### config.mk
export PLATFORM = sky130hd
export DESIGN_NAME = ethernet_encapsulation_flat
export DESIGN_NICKNAME = d
export VERILOG_FILES = /design/src/rtl/ethernet_encapsulation_if.sv /design/src/rtl/ethernet_encapsulation.sv /design/src/flat_wrapper.sv
export SDC_FILE = /design/constraint.sdc
export NUM_CORES = 1
export LEC_CHECK = 0
export CAP_MARGIN = 15
export CORE_MARGIN = 8
export CORE_UTILIZATION = 40
export DETAILED_ROUTE_END_ITERATION = 12
export PLACE_DENSITY = 0.69
export SLEW_MARGIN = 15
export SYNTH_ARGS = -nofsm -noshare
export SYNTH_HDL_FRONTEND = slang
export SYNTH_SLANG_ARGS = --single-unit
export TNS_END_PERCENT = 10
### constraint.sdc
create_clock -name clk -period 3.31 [get_ports clk]
set_clock_uncertainty 0.05 [all_clocks]
set_input_delay 0.4965 -clock clk [delete_from_list [all_inputs] [get_ports clk]]
set_output_delay 0.4965 -clock clk [all_outputs]
set_load 0.02 [all_outputs]
### src/rtl/ethernet_encapsulation_if.sv
// ethernet_encapsulation_if
//   Payload byte stream from the MAC client into the GMII TX framer.
//   s_data  : payload byte (client -> framer)
//   s_valid : s_data is valid (client -> framer)
//   s_ready : framer consumes s_data this cycle (framer -> client)
//   master modport: client side; slave modport: framer side.
interface ethernet_encapsulation_if;
  logic [7:0] s_data;
  logic       s_valid;
  logic       s_ready;

  modport master (output s_data, output s_valid, input s_ready);
  modport slave  (input s_data, input s_valid, output s_ready);
endinterface

### src/rtl/ethernet_encapsulation.sv
// ethernet_encapsulation
//   GMII transmit-side framer. Takes a payload length plus a byte stream and
//   emits one 802.3 length-type frame: preamble, SFD, destination MAC, source
//   MAC, length, payload, optional pad, FCS, then an enforced inter-frame gap.
//
// Ports:
//   clk, rst      byte clock; synchronous active-high reset
//   tx_start      frame request, sampled only while tx_busy=0
//   tx_len[15:0]  payload length, latched with an accepted tx_start
//   tx_busy       high from accept until the inter-frame gap completes
//   len_err       one-cycle pulse when tx_len exceeds MAX_PAYLOAD
//   s (slave)     payload stream: s_data, s_valid in; s_ready out
//   gmii_txd/gmii_tx_en/gmii_tx_er  registered GMII transmit outputs
//   underrun_err  one-cycle pulse, aligned with the error byte on GMII
//   frame_done    one-cycle pulse, aligned with the last FCS byte on GMII
//
// Build option:
//   ETH_TX_PAD_EN  when defined, payloads shorter than MIN_PAYLOAD are
//                  padded with 8'h00 (covered by the FCS). When undefined,
//                  short frames go straight from payload/length to FCS.
module ethernet_encapsulation #(
  parameter logic [47:0] DEST_MAC    = 48'h023528fbdd66,
  parameter logic [47:0] SRC_MAC     = 48'h072227acdb65,
  parameter int unsigned MIN_PAYLOAD = 46,
  parameter int unsigned MAX_PAYLOAD = 1500,
  parameter int unsigned IFG_BYTES   = 12
) (
  input  logic                            clk,
  input  logic                            rst,
  input  logic                            tx_start,
  input  logic [15:0]                     tx_len,
  output logic                            tx_busy,
  output logic                            len_err,
  ethernet_encapsulation_if.slave         s,
  output logic [7:0]                      gmii_txd,
  output logic                            gmii_tx_en,
  output logic                            gmii_tx_er,
  output logic                            underrun_err,
  output logic                            frame_done
);

  if (MAX_PAYLOAD > 32'd65535 || MIN_PAYLOAD > MAX_PAYLOAD || IFG_BYTES == 0) begin : g_cfg_check
    $error("ethernet_encapsulation: inconsistent payload/IFG parameters");
  end

  typedef enum logic [3:0] {
    ST_IDLE, ST_PREAMBLE, ST_SFD, ST_DEST, ST_SRC, ST_LEN,
    ST_PAYLOAD, ST_PAD, ST_FCS, ST_IFG
  } state_t;

  state_t      state, state_d;
  logic [15:0] cnt, cnt_d;
  logic [15:0] len_q, len_d;
  logic [31:0] crc, crc_d;
  logic [31:0] fcs;
  logic        crc_upd;
  logic [7:0]  txd_d;
  logic        en_d, er_d, und_d, done_d, lerr_d;
  state_t      data_done_st;

  function automatic logic [31:0] crc32_byte(input logic [31:0] c, input logic [7:0] d);
    logic [31:0] r;
    r = c ^ {24'h0, d};
    for (int unsigned i = 0; i < 8; i++) begin
      r = r[0] ? ((r >> 1) ^ 32'hEDB88320) : (r >> 1);
    end
    return r;
  endfunction

  // Byte idx of a MAC address, most-significant byte first.
  function automatic logic [7:0] mac_byte(input logic [47:0] mac, input logic [2:0] idx);
    logic [47:0] sh;
    sh = mac << (8 * idx);
    return sh[47:40];
  endfunction

`ifdef ETH_TX_PAD_EN
  logic [15:0] pad_len;
  logic        pad_needed;
  assign pad_needed   = len_q < 16'(MIN_PAYLOAD);
  assign pad_len      = 16'(MIN_PAYLOAD) - len_q;
  assign data_done_st = pad_needed ? ST_PAD : ST_FCS;
`else
  assign data_done_st = ST_FCS;
`endif

  assign fcs       = ~crc;
  assign tx_busy   = (state != ST_IDLE);
  assign s.s_ready = (state == ST_PAYLOAD);

  always_comb begin
    state_d = state;
    cnt_d   = cnt + 16'd1;
    len_d   = len_q;
    crc_d   = crc;
    crc_upd = 1'b0;
    txd_d   = '0;
    en_d    = 1'b0;
    er_d    = 1'b0;
    und_d   = 1'b0;
    done_d  = 1'b0;
    lerr_d  = 1'b0;

    case (state)
      ST_IDLE: begin
        cnt_d = '0;
        if (tx_start) begin
          if (tx_len > 16'(MAX_PAYLOAD)) begin
            lerr_d = 1'b1;
          end else begin
            // The accept cycle already launches preamble byte 0 so it is on
            // the wire one cycle later; PREAMBLE then covers the other six.
            len_d   = tx_len;
            state_d = ST_PREAMBLE;
            txd_d   = 8'h55;
            en_d    = 1'b1;
          end
        end
      end
      ST_PREAMBLE: begin
        txd_d = 8'h55;
        en_d  = 1'b1;
        if (cnt == 16'd5) begin
          state_d = ST_SFD;
          cnt_d   = '0;
        end
      end
      ST_SFD: begin
        txd_d   = 8'hD5;
        en_d    = 1'b1;
        crc_d   = '1;
        state_d = ST_DEST;
        cnt_d   = '0;
      end
      ST_DEST: begin
        txd_d   = mac_byte(DEST_MAC, cnt[2:0]);
        en_d    = 1'b1;
        crc_upd = 1'b1;
        if (cnt == 16'd5) begin
          state_d = ST_SRC;
          cnt_d   = '0;
        end
      end
      ST_SRC: begin
        txd_d   = mac_byte(SRC_MAC, cnt[2:0]);
        en_d    = 1'b1;
        crc_upd = 1'b1;
        if (cnt == 16'd5) begin
          state_d = ST_LEN;
          cnt_d   = '0;
        end
      end
      ST_LEN: begin
        txd_d   = cnt[0] ? len_q[7:0] : len_q[15:8];
        en_d    = 1'b1;
        crc_upd = 1'b1;
        if (cnt == 16'd1) begin
          state_d = (len_q != '0) ? ST_PAYLOAD : data_done_st;
          cnt_d   = '0;
        end
      end
      ST_PAYLOAD: begin
        en_d = 1'b1;
        if (s.s_valid) begin
          txd_d   = s.s_data;
          crc_upd = 1'b1;
          if (cnt == len_q - 16'd1) begin
            state_d = data_done_st;
            cnt_d   = '0;
          end
        end else begin
          // Underrun: poison the frame and skip straight to the gap.
          er_d    = 1'b1;
          und_d   = 1'b1;
          state_d = ST_IFG;
          cnt_d   = '0;
        end
      end
`ifdef ETH_TX_PAD_EN
      ST_PAD: begin
        en_d    = 1'b1;
        crc_upd = 1'b1;
        if (cnt == pad_len - 16'd1) begin
          state_d = ST_FCS;
          cnt_d   = '0;
        end
      end
`endif
      ST_FCS: begin
        txd_d = 8'(fcs >> (8 * cnt[1:0]));
        en_d  = 1'b1;
        if (cnt == 16'd3) begin
          done_d  = 1'b1;
          state_d = ST_IFG;
          cnt_d   = '0;
        end
      end
      ST_IFG: begin
        if (cnt == 16'(IFG_BYTES - 1)) begin
          state_d = ST_IDLE;
          cnt_d   = '0;
        end
      end
      default: begin
        state_d = ST_IDLE;
        cnt_d   = '0;
      end
    endcase

    if (crc_upd) crc_d = crc32_byte(crc, txd_d);
  end

  always_ff @(posedge clk) begin
    if (rst) begin
      state        <= ST_IDLE;
      cnt          <= '0;
      len_q        <= '0;
      crc          <= '1;
      gmii_txd     <= '0;
      gmii_tx_en   <= 1'b0;
      gmii_tx_er   <= 1'b0;
      underrun_err <= 1'b0;
      frame_done   <= 1'b0;
      len_err      <= 1'b0;
    end else begin
      state        <= state_d;
      cnt          <= cnt_d;
      len_q        <= len_d;
      crc          <= crc_d;
      gmii_txd     <= txd_d;
      gmii_tx_en   <= en_d;
      gmii_tx_er   <= er_d;
      underrun_err <= und_d;
      frame_done   <= done_d;
      len_err      <= lerr_d;
    end
  end

endmodule

### src/flat_wrapper.sv
// flat-port wrapper written by rule: the top's interface ports become plain ports
module ethernet_encapsulation_flat 
#(
  parameter logic [47:0] DEST_MAC    = 48'h023528fbdd66,
  parameter logic [47:0] SRC_MAC     = 48'h072227acdb65,
  parameter int unsigned MIN_PAYLOAD = 46,
  parameter int unsigned MAX_PAYLOAD = 1500,
  parameter int unsigned IFG_BYTES   = 12
)
  (clk, rst, tx_start, tx_len, tx_busy, len_err, gmii_txd, gmii_tx_en, gmii_tx_er, underrun_err, frame_done, s_s_data, s_s_valid, s_s_ready);
  ethernet_encapsulation_if s_i ();
  input  logic clk;
  input  logic rst;
  input  logic tx_start;
  input  logic [15:0] tx_len;
  output logic tx_busy;
  output logic len_err;
  output logic [7:0] gmii_txd;
  output logic gmii_tx_en;
  output logic gmii_tx_er;
  output logic underrun_err;
  output logic frame_done;
  input wire logic [$bits(s_i.s_data)-1:0] s_s_data;
  input wire logic [$bits(s_i.s_valid)-1:0] s_s_valid;
  output wire logic [$bits(s_i.s_ready)-1:0] s_s_ready;
  assign s_i.s_data = s_s_data;
  assign s_i.s_valid = s_s_valid;
  assign s_s_ready = s_i.s_ready;
  ethernet_encapsulation #(.DEST_MAC(DEST_MAC), .SRC_MAC(SRC_MAC), .MIN_PAYLOAD(MIN_PAYLOAD), .MAX_PAYLOAD(MAX_PAYLOAD), .IFG_BYTES(IFG_BYTES)) u_core (.clk(clk), .rst(rst), .tx_start(tx_start), .tx_len(tx_len), .tx_busy(tx_busy), .len_err(len_err), .s(s_i), .gmii_txd(gmii_txd), .gmii_tx_en(gmii_tx_en), .gmii_tx_er(gmii_tx_er), .underrun_err(underrun_err), .frame_done(frame_done));
endmodule
# --- Yosys cells after proc, flatten, opt, wreduce, memory -nomap -nowiden ---
# Index checks and enable logic that the tools add are counted.
totals:
  in_bits: 28
  wordCells: 106
  reg_bits: 80
op_classes:
  eq_ne: 22
  bitwise: 15
  reduce_logical: 12
  n_lt_le_gt_ge: 1
  muxes: 42
  addsub: 2
  shifts: 3
ops:
  columns: ["operator", "n"]
  rows:
  - ["2-to-1 mux 32 bit", 10]
  - ["inverter 13 -> 14 bit", 8]
  - ["2-to-1 mux 16 bit", 6]
  - ["one-hot mux 16 bit (5 select lines)", 1]
  - ["one-hot mux 8 bit (8 select lines)", 1]
  - ["left shift 42 x 6 -> 48 bit, first input constant", 1]
  - ["left shift 43 x 6 -> 48 bit, first input constant", 1]
  - ["2-to-1 mux 4 bit", 11]
  - ["one-hot mux 4 bit (9 select lines)", 1]
  - ["inverter 32 bit", 1]
  - [">> shifter 32 x 5 -> 8 bit", 1]
  - ["XOR 32 x 8 -> 32 bit", 1]
  - ["2-to-1 mux 8 bit", 3]
  - ["adder 16 x 1 -> 16 bit, second input constant", 1]
  - ["equality test 16 x 1 -> 1 bit, second input constant", 1]
  - ["equality test 16 bit", 1]
  - ["equality test 16 x 2 -> 1 bit, second input constant", 1]
  - ["equality test 16 x 3 -> 1 bit, second input constant", 1]
  - ["equality test 16 x 4 -> 1 bit, second input constant", 1]
  - ["> comparator 16 x 11 -> 1 bit, second input constant", 1]
  - ["nonzero test 16 bit", 1]
  - ["subtractor 16 x 1 -> 16 bit, second input constant", 1]
  - ["equality test 4 x 3 -> 1 bit, second input constant", 3]
  - ["!= test 2 x 1 -> 1 bit, second input constant", 6]
  - ["17 further kinds", 33]

# --- Logic depth before layout (Yosys ltp) ---
logic_depth:
  depth_word: 22
  mapped_depth: 12

# --- Worst setup path after synthesis ---
# No wires, ideal clock.
synth_path:
  path_type: "reg2reg"
  from: "reg u_core.state[0]"
  to: "reg u_core.crc[20]"
  t_arrival_ns: 3.541
  path_slack_ns: -0.351
  stages_incl_launch_ff: 12
  period_less_slack_ns: 3.661
  setup_ns: 0.070
  path_cell_list: "dfxtp_1 > or4b_1 > buf_2 > ha_1 > mux2i_1 > mux2_2 > a211oi_1 > xnor2_2 > xnor2_4 > xnor3_2 > xor3_1 > a21oi_1"
synth_between:
  elab_chain_cells: 17
synth_lines:
  columns: ["item", "line", "rtl"]
  rows:
  - ["from (decl)", "ethernet_encapsulation.sv:51", "state_t state, state_d;"]
  - ["from (signal assigned)", "ethernet_encapsulation.sv:226", "state <= state_d;"]
  - ["equality test 4 bit, or another cell as far along", "ethernet_encapsulation.sv:104", "case (state)"]
  - ["one-hot mux 8 bit (8 select lines)", "ethernet_encapsulation.sv:104", null]
  - ["XOR 32 x 8 -> 32 bit", "ethernet_encapsulation.sv:63", "r = c ^ {24'h0, d};"]
  - ["2-to-1 mux 32 bit", "ethernet_encapsulation.sv:65", "r = r[0] ? ((r >> 1) ^ 32'hEDB88320) : (r >> 1);"]
  - ["inverter 13 -> 14 bit (no line)", null, null]
  - ["2-to-1 mux 32 bit (2 in series)", "ethernet_encapsulation.sv:65", null]
  - ["inverter 13 -> 14 bit (no line)", null, null]
  - ["2-to-1 mux 32 bit", "ethernet_encapsulation.sv:65", null]
  - ["inverter 13 -> 14 bit (no line)", null, null]
  - ["2-to-1 mux 32 bit (2 in series)", "ethernet_encapsulation.sv:65", null]
  - ["inverter 13 -> 14 bit (no line)", null, null]
  - ["2-to-1 mux 32 bit", "ethernet_encapsulation.sv:65", null]
  - ["inverter 13 -> 14 bit (no line)", null, null]
  - ["2-to-1 mux 32 bit", "ethernet_encapsulation.sv:65", null]
  - ["2-to-1 mux 32 bit", "ethernet_encapsulation.sv:210", "if (crc_upd) crc_d = crc32_byte(crc, txd_d);"]
  - ["to (signal assigned)", "ethernet_encapsulation.sv:229", "crc <= crc_d;"]
  - ["to (decl)", "ethernet_encapsulation.sv:54", "logic [31:0] crc, crc_d;"]
# Several ways; a longest one is shown, not always the timed one.
# A chain may end at the register's enable or synchronous reset.

# --- Final worst setup path ---
layout_path:
  from: "reg u_core.state[0]"
  to: "reg u_core.crc[17]"
layout_between:
  elab_chain_cells: 16
layout_lines:
  columns: ["item", "line"]
  rows:
  - ["equality test 4 bit, or another cell as far along", "ethernet_encapsulation.sv:104"]
  - ["one-hot mux 8 bit (8 select lines)", "ethernet_encapsulation.sv:104"]
  - ["XOR 32 x 8 -> 32 bit", "ethernet_encapsulation.sv:63"]
  - ["2-to-1 mux 32 bit", "ethernet_encapsulation.sv:65"]
  - ["inverter 13 -> 14 bit (no line)", null]
  - ["2-to-1 mux 32 bit (2 in series)", "ethernet_encapsulation.sv:65"]
  - ["inverter 13 -> 14 bit (no line)", null]
  - ["2-to-1 mux 32 bit", "ethernet_encapsulation.sv:65"]
  - ["inverter 13 -> 14 bit (no line)", null]
  - ["2-to-1 mux 32 bit", "ethernet_encapsulation.sv:65"]
  - ["inverter 13 -> 14 bit (no line)", null]
  - ["2-to-1 mux 32 bit (3 in series)", "ethernet_encapsulation.sv:65"]
  - ["2-to-1 mux 32 bit", "ethernet_encapsulation.sv:210"]
# Several ways; a longest one is shown, not always the timed one.

==> flow_metrics.py <==
metrics = {
    "clocking": {
        "cts_tree": "yes",
        "cts_hold_buffers": 0,
        "clock-sinks": 80,
        "clock_path_buffers": 2,
        "path_clk_slew_ns": 0.06,
        "clkLatencyLatePin_ns": 0.34,
        "cts_buffers": 9,
        "cts_root_buffer": "clkbuf_16",
        "cts_max_level": 3,
    },
    "yosys": {
        "async_flop_share_pct": 0,
        "synth_seq_area_share_pct": 30.1,
        "synth_seq_cells": 80,
        "netlist_area_um2": 5330,
        "postSynthAreaPerCell_um2": 9.06,
        "synth_edf_count": 0,
        "synthCells": 588,
        "syn-num-nets": 623,
        "synth_ff_type": "dfxtp_1",
        "post_synth_num_cell_types": 73,
        "yosysWarningCount": 0,
    },
    "global_route": {
        "antenna_found_initial": 0,
        "grt_pass1_wl_um": 25400,
        "grt_usage_pct": 17.9,
        "grt_pass1_vias": 4756,
        "grt_overflow": 0,
        "grt_max_degree": 24,
    },
    "cells_and_area": {
        "fin_nets": 722,
        "finish.instance_area_um2": 6900,
        "final_common_cell": "nor2_1",
        "n_antenna_cell": 0,
        "drive_gt1_share_pct": 21.2,
        "area_delta_synth_final_pct": 29.5,
        "layout_common_cells": "nor2_1 (82), dfxtp_1 (80), buf_4 (77), xnor2_1 (44), clkdlybuf4s50_1 (40)",
    },
    "worst_setup_path": {
        "crit_family": "simple AND/OR/NAND/NOR gates",
        "crit_arrival_ns": 3.50,
        "crit_type": "register to register",
        "cp-end-kind": "register",
        "cp-start-kind": "register",
        "critPathMaxFanout": 3,
        "crit_chain": "or4b_4 > ha_4 > nand2b_1 > buf_4 > a22oi_1 > a2111o_1 > nor3_4 > buf_6 > xnor3_2 > xor2_2 > xor3_1 > a21oi_2",
        "cpMaxStageDelayCell": "or4b_4",
        "path_buf_inv": 2,
        "critPathMaxStageDelay_ns": 0.57,
        "required_ns": 3.53,
    },
    "power_and_ir_drop": {
        "p_leak_nw": 2.75,
        "powerDensity_nw_per_um2": 1300,
        "peakVddDrop_uv": 1290,
    },
    "sta": {
        "grt_setup_unrepaired": "true",
        "fmax_ghz": 0.305,
        "fin_ws_ns": 0.0338,
        "layout_worst_path_cycle_share_pct": 99.0,
        "setup_viol": 0,
        "slew_headroom_pct": 50.0,
        "hold_violations": 0,
        "drv_slew": 0,
        "min_period_ns": 3.28,
        "tightestPinTransition_ns": 0.744,
    },
    "floorplanning": {
        "rows": 42,
        "fp.dieW_um": 131,
        "die_h_um": 131,
        "dieArea_um2": 17300,
        "core_area_um2": 13100,
        "start_util_pct": 40.5,
        "num_io_pins": 43,
    },
    "place": {
        "postPlaceCellArea_um2": 6400,
        "dp_hpwl_um": 11300,
        "pre_cts_ws_ns": -0.329,
        "io_buffers": 42,
        "place_congestion": 0.910,
    },
    "routing": {
        "routed_via_density": 5.46,
        "drt-pass1-iter-count": 5,
        "vias": 4736,
        "drc_errors": 0,
        "final_antenna_net_count": 0,
        "routed_wl_um": 15400,
        "post_drt_wl_per_cell_um": 17.8,
        "drt_first_iter_violations": 265,
    },
    "run_status": {
        "status": "completed",
    },
    "min_path": {
        "hp-class": "register to register",
    },
    "flow_run": {
        "maxCapViolations": 0,
    },
}
==> layer usage <==
layer  global-route usage, %  up-vias  share of wire, %
met5                       0        -                 0
met4                    5.81        0               2.5
met3                    3.32       38               4.6
met2                    32.8      132                52
met1                    20.4     2269                41
li1                        -     2297                 -
==> power breakdown <==
group	total, W	internal [W]	switching, W
logic	0.00657	0.00381	0.00276
registers	0.00137	0.00118	0.000184
clock network	0.00101	0.000622	0.000390
==> worst min-delay path: cells and delay by family, from the launching register on <==
family / cells / cell delay, ns
and+or+nand+nor: 1 / 0.10
AOI/OAI and AO/OA: 1 / 0.04
DFF: 1 / 0.32
==> metrics by stage <==
stage | cells | utilization (%) | hold WS [ns] | setup TNS, ns | total power [W]
after global routing | 868 | 52.5 | 0.481 | -0.765 | 0.00948
after detailed placement | 842 | 48.7 | 0.449 | -4.56 | 0.00742
after CTS | 859 | 51.5 | 0.458 | 0 | 0.00862
after floorplan | 588 | - | 0.416 | -0.129 | 0.00563
after global placement | 842 | 48.7 | 0.444 | -3.09 | 0.00729
final | 868 | 52.5 | 0.457 | 0 | 0.00894
==> synth_stat cells (3+ instances only) <==
cell type	number	area share, %
a211o_1	4	0.66
a211oi_1	4	0.56
a21o_1	4	0.56
a21oi_1	30	2.8
a31oi_1	6	0.70
and2_1	8	0.94
and3_1	10	1.2
buf_2	6	0.56
buf_4	4	0.56
clkbuf_1	24	1.7
dfxtp_1	80	30
ha_1	7	1.6
inv_1	14	0.99
mux2i_1	19	3.6
mux4_2	8	3.4
nand2_1	34	2.4
nand2b_1	5	0.59
nand3_1	10	0.94
nand4_1	5	0.59
nand4bb_1	3	0.63
nor2_1	82	5.8
nor3_1	16	1.5
nor4_1	9	1.1
nor4b_1	4	0.66
o211ai_1	6	0.85
o21ai_0	21	2.0
o22ai_1	7	0.82
o31ai_1	5	0.70
or3_1	11	1.3
or4_1	4	0.56
xnor2_1	46	7.6
xnor2_2	6	1.8
xnor3_1	10	4.2
xnor3_2	3	1.3
xor2_1	18	3.0
xor3_1	5	2.2
==> cell families (layout without fill, tap and decap cells) <==
kind of cell    after synthesis  after routing  synth area share (%)
simple gates                219            219                  21.1
compound gates              110            110                  14.0
mux                          28             28                  7.17
fa+ha+maj                     7              7                  1.64
buf+inv                      53            157                  4.44
xor+xnor                     91             91                  21.5
flops                        80             80                  30.1
==> cell type report <==
| class | count | area [um^2] |
|---|---|---|
| clock inverters | 5 | 55.1 |
| well taps | 176 | 220 |
| fillers | 1195 | 6240 |
| multi-input cells | 455 | 3630 |
| repair buffers | 126 | 1080 |
| clock buffers | 11 | 253 |
| flip-flops and latches | 80 | 1600 |
| inverters | 15 | 56.3 |
==> registers in the layout, indices dropped and copies added (netlist names) <==
signal             cells
u_core.cnt            16
u_core.crc            32
u_core.frame_done      1
u_core.gmii_tx_en      1
u_core.gmii_tx_er      1
u_core.gmii_txd        8
u_core.len_err         1
u_core.len_q          16
u_core.state           4
==> what timing repair did <==
item	in CTS	in global routing
resized for setup	7	17
endpoints found under the hold margin	0	0
endpoints found under the setup margin	19	22
setup buffers	1	9
gates cloned	0	0
pin swaps	3	14
==> path summary, 6_finish.rpt <==
path	slack, ns	start	to	depth (start not counted)
max	0.03	u_core.state[0]	u_core.crc[17]	12
min	0.46	u_core.crc[16]	u_core.crc[16]	2
max reg2reg	0.03	u_core.state[0]	u_core.crc[17]	12
min reg2reg	0.46	u_core.crc[16]	u_core.crc[16]	2
(Power assumes the default switching activity.)
